==> config.mk <==
export PLATFORM = sky130hd
export DESIGN_NAME = i2c_reg_bridge
export DESIGN_NICKNAME = d
export VERILOG_FILES = /design/src/rtl/i2c_pkg.sv /design/src/rtl/i2c_bus_filter.sv /design/src/rtl/i2c_reg_bridge.sv
export SDC_FILE = /design/constraint.sdc
export NUM_CORES = 1
export LEC_CHECK = 0
export CAP_MARGIN = 20
export CELL_PAD_IN_SITES_DETAIL_PLACEMENT = 1
export CELL_PAD_IN_SITES_GLOBAL_PLACEMENT = 2
export CORE_ASPECT_RATIO = 2
export CORE_MARGIN = 5
export CORE_UTILIZATION = 40
export CTS_CLUSTER_DIAMETER = 60
export DETAILED_ROUTE_END_ITERATION = 8
export HOLD_SLACK_MARGIN = 0.08
export PLACE_DENSITY_LB_ADDON = 0.1
export SYNTH_ARGS = -nofsm -noshare
export SYNTH_HDL_FRONTEND = slang
export SYNTH_SLANG_ARGS = --single-unit
==> constraint.sdc <==
create_clock -name clk_i -period 5.95 [get_ports clk_i]
set_input_delay 1.19 -clock clk_i [delete_from_list [all_inputs] [get_ports clk_i]]
set_output_delay 1.19 -clock clk_i [all_outputs]
set_load 0.01 [all_outputs]
==> src/rtl/i2c_pkg.sv <==
// Shared definitions for the I2C register bridge: FSM state encoding,
// ACK/NACK bus levels and the 3-sample majority helper.
package i2c_pkg;

  typedef enum logic [3:0] {
    ST_IDLE,
    ST_ADDR,
    ST_ADDR_ACK,
    ST_PTR,
    ST_PTR_ACK,
    ST_WR_BYTE,
    ST_WR_ACK,
    ST_RD_LOAD,
    ST_RD_BYTE,
    ST_RD_ACK,
    ST_IGNORE
  } state_t;

  // SDA levels during the acknowledge bit
  localparam logic ACK  = 1'b0;
  localparam logic NACK = 1'b1;

  function automatic logic maj3(input logic [2:0] s);
    return (s[0] & s[1]) | (s[0] & s[2]) | (s[1] & s[2]);
  endfunction

endpackage

==> src/rtl/i2c_bus_filter.sv <==
// Synchronizes and glitch-filters SCL/SDA, then derives SCL edges and
// START/STOP conditions from the filtered levels.
module i2c_bus_filter
  import i2c_pkg::*;
(
  input  logic clk,
  input  logic rst_n,
  input  logic scl_raw,
  input  logic sda_raw,
  output logic sda,
  output logic scl_rise,
  output logic scl_fall,
  output logic start,
  output logic stop
);

  logic [1:0] scl_sync, sda_sync;
  logic [2:0] scl_hist, sda_hist;
  logic       scl, scl_q, sda_q;

  always_ff @(posedge clk or negedge rst_n) begin
    if (!rst_n) begin
      scl_sync <= '1;
      sda_sync <= '1;
      scl_hist <= '1;
      sda_hist <= '1;
      scl      <= 1'b1;
      sda      <= 1'b1;
      scl_q    <= 1'b1;
      sda_q    <= 1'b1;
    end else begin
      scl_sync <= {scl_sync[0], scl_raw};
      sda_sync <= {sda_sync[0], sda_raw};
      scl_hist <= {scl_hist[1:0], scl_sync[1]};
      sda_hist <= {sda_hist[1:0], sda_sync[1]};
      scl      <= maj3(scl_hist);
      sda      <= maj3(sda_hist);
      scl_q    <= scl;
      sda_q    <= sda;
    end
  end

  assign scl_rise = scl & ~scl_q;
  assign scl_fall = ~scl & scl_q;
  // SCL must be high on both samples so a simultaneous SCL/SDA move is not a START/STOP
  assign start    = scl & scl_q & sda_q & ~sda;
  assign stop     = scl & scl_q & ~sda_q & sda;

endmodule

==> src/rtl/i2c_reg_bridge.sv <==
// I2C slave that maps a pointer byte plus 16-bit data words onto a simple
// register-file strobe interface (auto-incrementing pointer, burst access).
module i2c_reg_bridge
  import i2c_pkg::*;
#(
  parameter logic [6:0]  SLAVE_ADDR = 7'h40,
  parameter int unsigned ADDR_W     = 8,
  parameter int unsigned DATA_W     = 16
) (
  input  logic              clk_i,
  input  logic              rst_n_i,
  input  logic              scl_i,
  input  logic              sda_i,
  output logic              sda_oe_o,
  output logic              wr_en_o,
  output logic              rd_en_o,
  output logic [ADDR_W-1:0] addr_o,
  output logic [DATA_W-1:0] wdata_o,
  input  logic [DATA_W-1:0] rdata_i,
  output logic              busy_o
);

  logic sda, scl_rise, scl_fall, start, stop;

  i2c_bus_filter u_filter (
    .clk      (clk_i),
    .rst_n    (rst_n_i),
    .scl_raw  (scl_i),
    .sda_raw  (sda_i),
    .sda      (sda),
    .scl_rise (scl_rise),
    .scl_fall (scl_fall),
    .start    (start),
    .stop     (stop)
  );

  state_t            state;
  logic [3:0]        bit_cnt;
  logic [7:0]        rx;
  logic [7:0]        rx_next;
  logic [7:0]        hi_byte;
  logic              byte_sel;
  logic [1:0]        ld_phase;
  logic [ADDR_W-1:0] ptr;
  logic [DATA_W-1:0] tx;

  assign rx_next = {rx[6:0], sda};

  always_ff @(posedge clk_i or negedge rst_n_i) begin
    if (!rst_n_i) begin
      state    <= ST_IDLE;
      sda_oe_o <= 1'b0;
      wr_en_o  <= 1'b0;
      rd_en_o  <= 1'b0;
      busy_o   <= 1'b0;
      addr_o   <= '0;
      wdata_o  <= '0;
      bit_cnt  <= '0;
      rx       <= '0;
      hi_byte  <= '0;
      byte_sel <= 1'b0;
      ld_phase <= '0;
      ptr      <= '0;
      tx       <= '0;
    end else begin
      wr_en_o <= 1'b0;
      rd_en_o <= 1'b0;
      if (stop) begin
        state    <= ST_IDLE;
        sda_oe_o <= 1'b0;
        busy_o   <= 1'b0;
      end else if (start) begin
        state    <= ST_ADDR;
        bit_cnt  <= '0;
        sda_oe_o <= 1'b0;
      end else begin
        case (state)
          ST_ADDR: begin
            if (scl_rise) begin
              rx      <= rx_next;
              bit_cnt <= bit_cnt + 4'd1;
            end else if (scl_fall && bit_cnt == 4'd8) begin
              bit_cnt <= '0;
              if (rx[7:1] == SLAVE_ADDR) begin
                sda_oe_o <= ~ACK;
                busy_o   <= 1'b1;
                state    <= ST_ADDR_ACK;
              end else begin
                state <= ST_IGNORE;
              end
            end
          end
          // Reads fetch the word while SCL is high in the ACK bit, so the MSB
          // can be driven on the very fall that ends the ACK.
          ST_ADDR_ACK: begin
            if (scl_rise && rx[0]) begin
              state    <= ST_RD_LOAD;
              ld_phase <= '0;
            end else if (scl_fall) begin
              sda_oe_o <= 1'b0;
              state    <= ST_PTR;
            end
          end
          ST_PTR: begin
            if (scl_rise) begin
              rx      <= rx_next;
              bit_cnt <= bit_cnt + 4'd1;
            end else if (scl_fall && bit_cnt == 4'd8) begin
              ptr      <= ADDR_W'(rx);
              bit_cnt  <= '0;
              sda_oe_o <= ~ACK;
              state    <= ST_PTR_ACK;
            end
          end
          ST_PTR_ACK: begin
            if (scl_fall) begin
              sda_oe_o <= 1'b0;
              byte_sel <= 1'b0;
              state    <= ST_WR_BYTE;
            end
          end
          ST_WR_BYTE: begin
            if (scl_rise) begin
              rx      <= rx_next;
              bit_cnt <= bit_cnt + 4'd1;
              if (bit_cnt == 4'd7) begin
                if (byte_sel) begin
                  wr_en_o <= 1'b1;
                  addr_o  <= ptr;
                  wdata_o <= DATA_W'({hi_byte, rx_next});
                  ptr     <= ptr + ADDR_W'(1);
                end else begin
                  hi_byte <= rx_next;
                end
                byte_sel <= ~byte_sel;
              end
            end else if (scl_fall && bit_cnt == 4'd8) begin
              bit_cnt  <= '0;
              sda_oe_o <= ~ACK;
              state    <= ST_WR_ACK;
            end
          end
          ST_WR_ACK: begin
            if (scl_fall) begin
              sda_oe_o <= 1'b0;
              state    <= ST_WR_BYTE;
            end
          end
          // rd_en_o in phase 0, rdata_i valid in the cycle after it, captured at its end
          ST_RD_LOAD: begin
            case (ld_phase)
              2'd0: begin
                rd_en_o  <= 1'b1;
                addr_o   <= ptr;
                ld_phase <= 2'd1;
              end
              2'd1: ld_phase <= 2'd2;
              default: begin
                tx       <= rdata_i;
                ptr      <= ptr + ADDR_W'(1);
                bit_cnt  <= '0;
                byte_sel <= 1'b0;
                state    <= ST_RD_BYTE;
              end
            endcase
          end
          ST_RD_BYTE: begin
            if (scl_fall) begin
              if (bit_cnt == 4'd8) begin
                sda_oe_o <= 1'b0;
                bit_cnt  <= '0;
                state    <= ST_RD_ACK;
              end else begin
                sda_oe_o <= ~tx[DATA_W-1];
                tx       <= tx << 1;
                bit_cnt  <= bit_cnt + 4'd1;
              end
            end
          end
          ST_RD_ACK: begin
            if (scl_rise) begin
              if (sda == NACK) begin
                state <= ST_IGNORE;
              end else if (byte_sel) begin
                state    <= ST_RD_LOAD;
                ld_phase <= '0;
              end else begin
                byte_sel <= 1'b1;
                state    <= ST_RD_BYTE;
              end
            end
          end
          default: ;
        endcase
      end
    end
  end

endmodule

==> results of run 1 <==
-- how the worst max path moves through the flow --
stage	endpoint	startpoint	cells after the start	slack [ns]
global route	tx[0]	state[0]	6	2.75
CTS	tx[0]	state[0]	6	2.97
detailed placement	tx[0]	state[0]	6	2.97
finish	tx[0]	state[0]	6	2.99
global placement	tx[0]	state[0]	6	2.99
floorplan	state[2]	u_filter.sda	5	4.00
-- synth_stat cells (3+ instances only) --
cell / count
a21o_1: 3
a21oi_1: 19
a31oi_1: 19
and2_1: 4
and3_1: 3
and3b_1: 3
buf_2: 13
buf_6: 4
clkbuf_1: 6
dfrtp_1: 79
dfstp_2: 14
ha_1: 3
inv_1: 6
mux2_2: 36
mux2i_1: 4
nand2_1: 65
nand2b_1: 7
nand3_1: 12
nor2_1: 27
nor2b_1: 5
nor3_1: 6
nor3b_1: 3
o21ai_0: 25
o22ai_1: 3
-- registers in the layout, summed over array words and instances (netlist names), 2 cells and up --
| signal | flops |
|---|---|
| addr_o | 8 |
| bit_cnt | 4 |
| hi_byte | 8 |
| ld_phase | 2 |
| ptr | 8 |
| rx | 8 |
| state | 4 |
| tx | 16 |
| u_filter.scl_hist | 3 |
| u_filter.scl_sync | 2 |
| u_filter.sda_hist | 3 |
| u_filter.sda_sync | 2 |
| wdata_o | 16 |
-- metal layers --
layer	part of all wire	track usage	up-vias
li1	-	-	1569
met2	0.56	0.344	56
met3	0.022	0.0278	30
met4	0.050	0.105	0
met1	0.37	0.205	1707
met5	0	0	-
-- area by class of cell --
cell class,instances,area (um2)
tap,140,175
sequential,93,2340
multi-input combinational,297,1980
fill,1235,5640
clock inverter,7,72.6
timing repair buffer,49,483
inverter,6,22.5
clock buffer,9,225
-- through the flow --
step	hold WS [ns]	setup slack [ns]	total power, mW
2_1_floorplan	0.345	4.00	1.33
3_3_place_gp	0.348	2.99	1.51
3_5_place_dp	0.350	2.97	1.53
4_1_cts	0.365	2.97	2.11
5_1_grt	0.369	2.75	2.24
6_report	0.363	2.99	2.08
-- where the power goes --
part / switching, mW / leakage (nW) / internal (mW)
clock: 0.273 / 0.144 / 0.298
combinational: 0.325 / 0.934 / 0.250
sequential: 0.184 / 1.19 / 0.754
-- critical path: cells and delay by family (launching register included) --
kind | cells | cell delay [ns]
compound gates | 2 | 0.32
simple gates | 4 | 1.84
flops | 1 | 0.67
-- kinds of logic after synthesis --
| group | after synthesis |
|---|---|
| AOI/OAI and AO/OA | 91 |
| and+or+nand+nor | 155 |
| DFF | 93 |
| xor gates and xnor gates | 3 |
| adders and majority gates | 6 |
| muxes | 42 |
| buffers and inverters | 30 |
-- cells in the final DEF, fill, tap and decap left out, types with 2 or more instances in the layout --
master           synthesis  routed
a21o_1                   3       3
o21ai_0                 25      25
o21ba_2                  2       2
ha_1                     3       3
nand4_1                  2       2
o31ai_1                  2       2
and3b_1                  3       3
nand2b_1                 7       7
clkbuf_16                0       9
nor4b_1                  2       2
buf_4                    1       3
o22ai_1                  3       3
and3_1                   3       3
nor3b_1                  3       3
or4b_1                   2       2
nor2_1                  27      27
nand3_1                 12      12
nor2_4                   2       2
mux2_1                   2       2
nand2_1                 65      65
a21oi_1                 19      19
nor3_1                   6       6
xor2_1                   2       2
nor2b_1                  5       5
mux2i_1                  4       4
dfrtp_1                 79      79
clkdlybuf4s50_1          0      46
maj3_1                   2       2
inv_1                    6       6
inv_6                    0       3
a31oi_1                 19      19
inv_8                    0       2
and2_1                   4       4
mux2_2                  36      36
dfstp_2                 14      14
==> flow_summary.toml, run 1 <==
[yosys]
netlist_instances = 420
synth-compound-area-share = 0.138
synth-xor-area-share = 0.00585
synth_edf_count = 0
synthTopCellsByArea = "dfrtp_1 44%, mux2_2 9.0%, dfstp_2 8.2%, nand2_1 5.4%, o21ai_0 2.8%"
synth_top_area_share = 0.440
yosys.area.top_type = "dfrtp_1"
avgSynthCellArea_um2 = 10.7
synth_mux_area_frac = 0.104
synth_top_flop_cell = "dfrtp_1"
synth_fp_nets = 443
synth_top_family_by_area = "simple AND/OR/NAND/NOR gates"
syn_area_um2 = 4490
synth_seq_cells = 93
synth_cell_types = 66
synthArstFlopShare = 1.00
synthSimpleGateAreaFrac = 0.179
ys_warn_count = 0
synth_fa_ha_area_frac = 0.0153
ys_seq_area_frac = 0.522

[die]
chipWidth_um = 84.9
dieHeight_um = 160
core_um2 = 10900
core.rowCount = 54
ioPinCount = 48
initial_core_util = 0.410
fp.dieArea_um2 = 13600

[cells_and_area]
final_area_um2 = 5310
drive_gt1_frac = 0.191
final_core_util = 0.485
nets = 479
area_growth_syn_to_layout_pct = 18.2
stdcell_count = 601
antenna-diode-count = 0

[worst_setup_path]
r2r_cells = 6
critPathKind = "flip-flop to flip-flop"
critPathMaxStageDelay_ns = 0.99
path_cells = "or4b_1 > nor2_4 > a22oi_2 > nor2_4 > nor2b_1 > a31o_2"
critPathRequiredTime_ns = 6.18
r2r-start = "state[0]"
critPathMaxFanout = 32
reg2reg_slack_ns = 2.99
end_kind = "flip-flop"
worst_path_max_delay_cell = "or4b_1"
crit_top_cell = "nor2_4"
cp.arrival_ns = 3.19
start_kind = "flip-flop"
timing.rr.end = "tx[0]"

[sta]
drv_slew = 0
maxSlewHeadroom = 0.402
finalHoldViolCount = 0
tns_ns = 0
fmax_mhz = 337
skew_ns = 0.00811
fin_crit_ns = 2.96
setup_viol = 0
rsz0062_at_grt = "false"
worstMarginPinSlew_ns = 0.897
fin_crit_sh = 0.498

[min_path]
hold_start = "u_filter.sda_sync[1]"
hp-class = "flip-flop to flip-flop"
min_to = "u_filter.sda_hist[0]"
holdPathStages = 0

[clocking]
path_clk_slew_ns = 0.07
cts_root_buffer = "clkbuf_16"
htree_num_levels = 3
cts_buffers = 9
cts_setup_buffers = 0
cts_tree = "built"
clkSinkCount = 93
insertion_delay_ns = 0.34
hold_buffers = 0
cts_buffer_depth = 2
cts_resized = 0

[global_route]
grt_pass1_wl_mm = 20.2
grt_max_degree = 68
track_usage = 0.189
antenna_found_initial = 0
grt-ovfl-total = 0
grt_pass1_vias = 3846

[place]
dp.cells = 585
dp_hpwl_mm = 8.76
placedInstanceArea_um2 = 5010
portBuffers = 47
gp_congestion = 0.838

[drt]
via_per_inst = 5.59
drt_iter0_drc = 104
vias = 3362
final_antenna_net_count = 0
wl_per_cell_um = 19.9
drc = 0
wirelength_mm = 11.9
dr.pass1.iters = 4

[flow_run]
cap_violations = 0

[outcome]
status = "complete, no violations"

[pwr]
max-vdd-ir-drop_mv = 0.205
power_density_nw_per_um2 = 393
power_leakage_nw = 2.26
Note: power is estimated with default switching activity, not from simulation.
==> inputs of run 2 (changes only) <==
Settings changed: CORE_UTILIZATION 40 to 33.
Clock period 5.95 ns to 2.5 ns, I/O delays scaled along.
==> flow_summary.toml, run 2 (synthesis gave the netlist of run 1 again) <==
[cells_and_area]
antenna-diode-count = 0
nets = 496
final_core_util = 0.408
area_growth_syn_to_layout_pct = 22.2
layout_common_cells = "79 x dfrtp_1, 65 x nand2_1, 46 x clkdlybuf4s50_1"
top_regs = "tx: 16 flops, wdata_o: 16 flops"
drive_gt1_frac = 0.213
final_area_um2 = 5490
stdcell_count = 633
layout_commonest_cell = "dfrtp_1"

[die]
core_um2 = 13400
fp.dieArea_um2 = 16200
dieHeight_um = 175
ioPinCount = 48
initial_core_util = 0.334
chipWidth_um = 92.5
core.rowCount = 60

[sta]
rsz0062_at_grt = "false"
tns_ns = 0
fmax_mhz = 448
whs_ns = 0.357
finalHoldViolCount = 0
skew_ns = 0.00859
fin_crit_ns = 2.23
maxSlewHeadroom = 0.663
finalWorstSetupSlack_ns = 0.266
fin_crit_sh = 0.894
drv_slew = 0
setup_viol = 0
worstMarginPinSlew_ns = 0.504

[clocking]
htree_num_levels = 3
cts_root_buffer = "clkbuf_16"
path_clk_slew_ns = 0.07
cts_tree = "built"
clkSinkCount = 93
cts_buffers = 9
cts_setup_buffers = 0
cts_buffer_depth = 2
insertion_delay_ns = 0.35

[place]
dp_hpwl_mm = 8.82
gp_congestion = 0.853
place_ws_ns = 0.273
dp.cells = 616
portBuffers = 47
placedInstanceArea_um2 = 5170

[global_route]
grt_max_degree = 53
track_usage = 0.154
grt_pass1_vias = 3670
antenna_found_initial = 0
grt-ovfl-total = 0
grt_pass1_wl_mm = 19.5

[min_path]
hp-class = "flip-flop to flip-flop"
hold_start = "u_filter.sda_sync[1]"

[worst_setup_path]
critPathMaxStageDelay_ns = 0.42
startpoint = "bit_cnt[0]"
critPathKind = "flip-flop to flip-flop"
crit_family = "compound AO/OA/AOI/OAI gates"
critPathRequiredTime_ns = 2.73
critPathMaxFanout = 16
start_kind = "flip-flop"
cp_num_buf_inv = 2
worst_path_max_delay_cell = "dfrtp_1"
path_cells = "inv_1 > ha_1 > and3b_1 > a31oi_1 > a2111oi_4 > buf_4 > nand2_1 > a22o_1"
end_kind = "flip-flop"
r2r-start = "bit_cnt[0]"
cp.arrival_ns = 2.47

[drt]
wirelength_mm = 11.8
drt_iter0_drc = 85
final_antenna_net_count = 0
dr.pass1.iters = 4
drc = 0
vias = 3360
via_per_inst = 5.31
wl_per_cell_um = 18.6

[pwr]
max-vdd-ir-drop_mv = 0.467
power_leakage_nw = 2.36
finalPower_mw = 5.08
power_density_nw_per_um2 = 925

[flow_run]
cap_violations = 0

[outcome]
status = "complete, no violations"
-- run 2: power breakdown --
part / internal (mW) / switching, mW / total (mW)
clock network: 0.785 / 0.618 / 1.40
registers: 1.80 / 0.332 / 2.13
logic: 0.677 / 0.868 / 1.54
-- run 2: routing by layer --
metal / part of all wire / track usage / routed length (um) / up-vias
li1: - / - / - / 1601
met1: 0.39 / 0.165 / 4580 / 1682
met2: 0.55 / 0.282 / 6500 / 55
met3: 0.025 / 0.0293 / 301 / 22
met4: 0.036 / 0.0751 / 423 / 0
met5: 0 / 0 / 0 / -
-- run 2: cell type report --
class                   instances  area (um2)
repair buffers                 66         638
well taps                     155         194
flip-flops and latches         93        2340
inverters                       6        22.5
clock buffers                  10         229
multi-input cells             297        1980
clock inverters                 6        75.1
fillers                      1483        7950
-- run 2: timing repair --
item,CTS,global route
endpoints found under the setup margin,0,0
hold buffers,1,0
hold endpoints to repair,1,0
resized for setup,0,0
-- run 2: final timing paths --
check                                  endpoint  cells after the start  slack (ns)
setup / recovery                         ptr[4]                      8        0.27
hold reg to reg            u_filter.sda_hist[0]                      0        0.36
hold / removal             u_filter.sda_hist[0]                      0        0.36
max in group asynchronous        u_filter.sda_q                      3        1.29
setup reg to reg                         ptr[4]                      8        0.27
min in group asynchronous                busy_o                      2        0.54
-- run 2: worst reg2reg max path, stage by stage, from the launching register on --
cell       delay [ns]
dfrtp_1          0.42
inv_1            0.08
ha_1             0.13
and3b_1          0.42
a31oi_1          0.21
a2111oi_4        0.29
buf_4            0.27
nand2_1          0.08
a22o_1           0.23
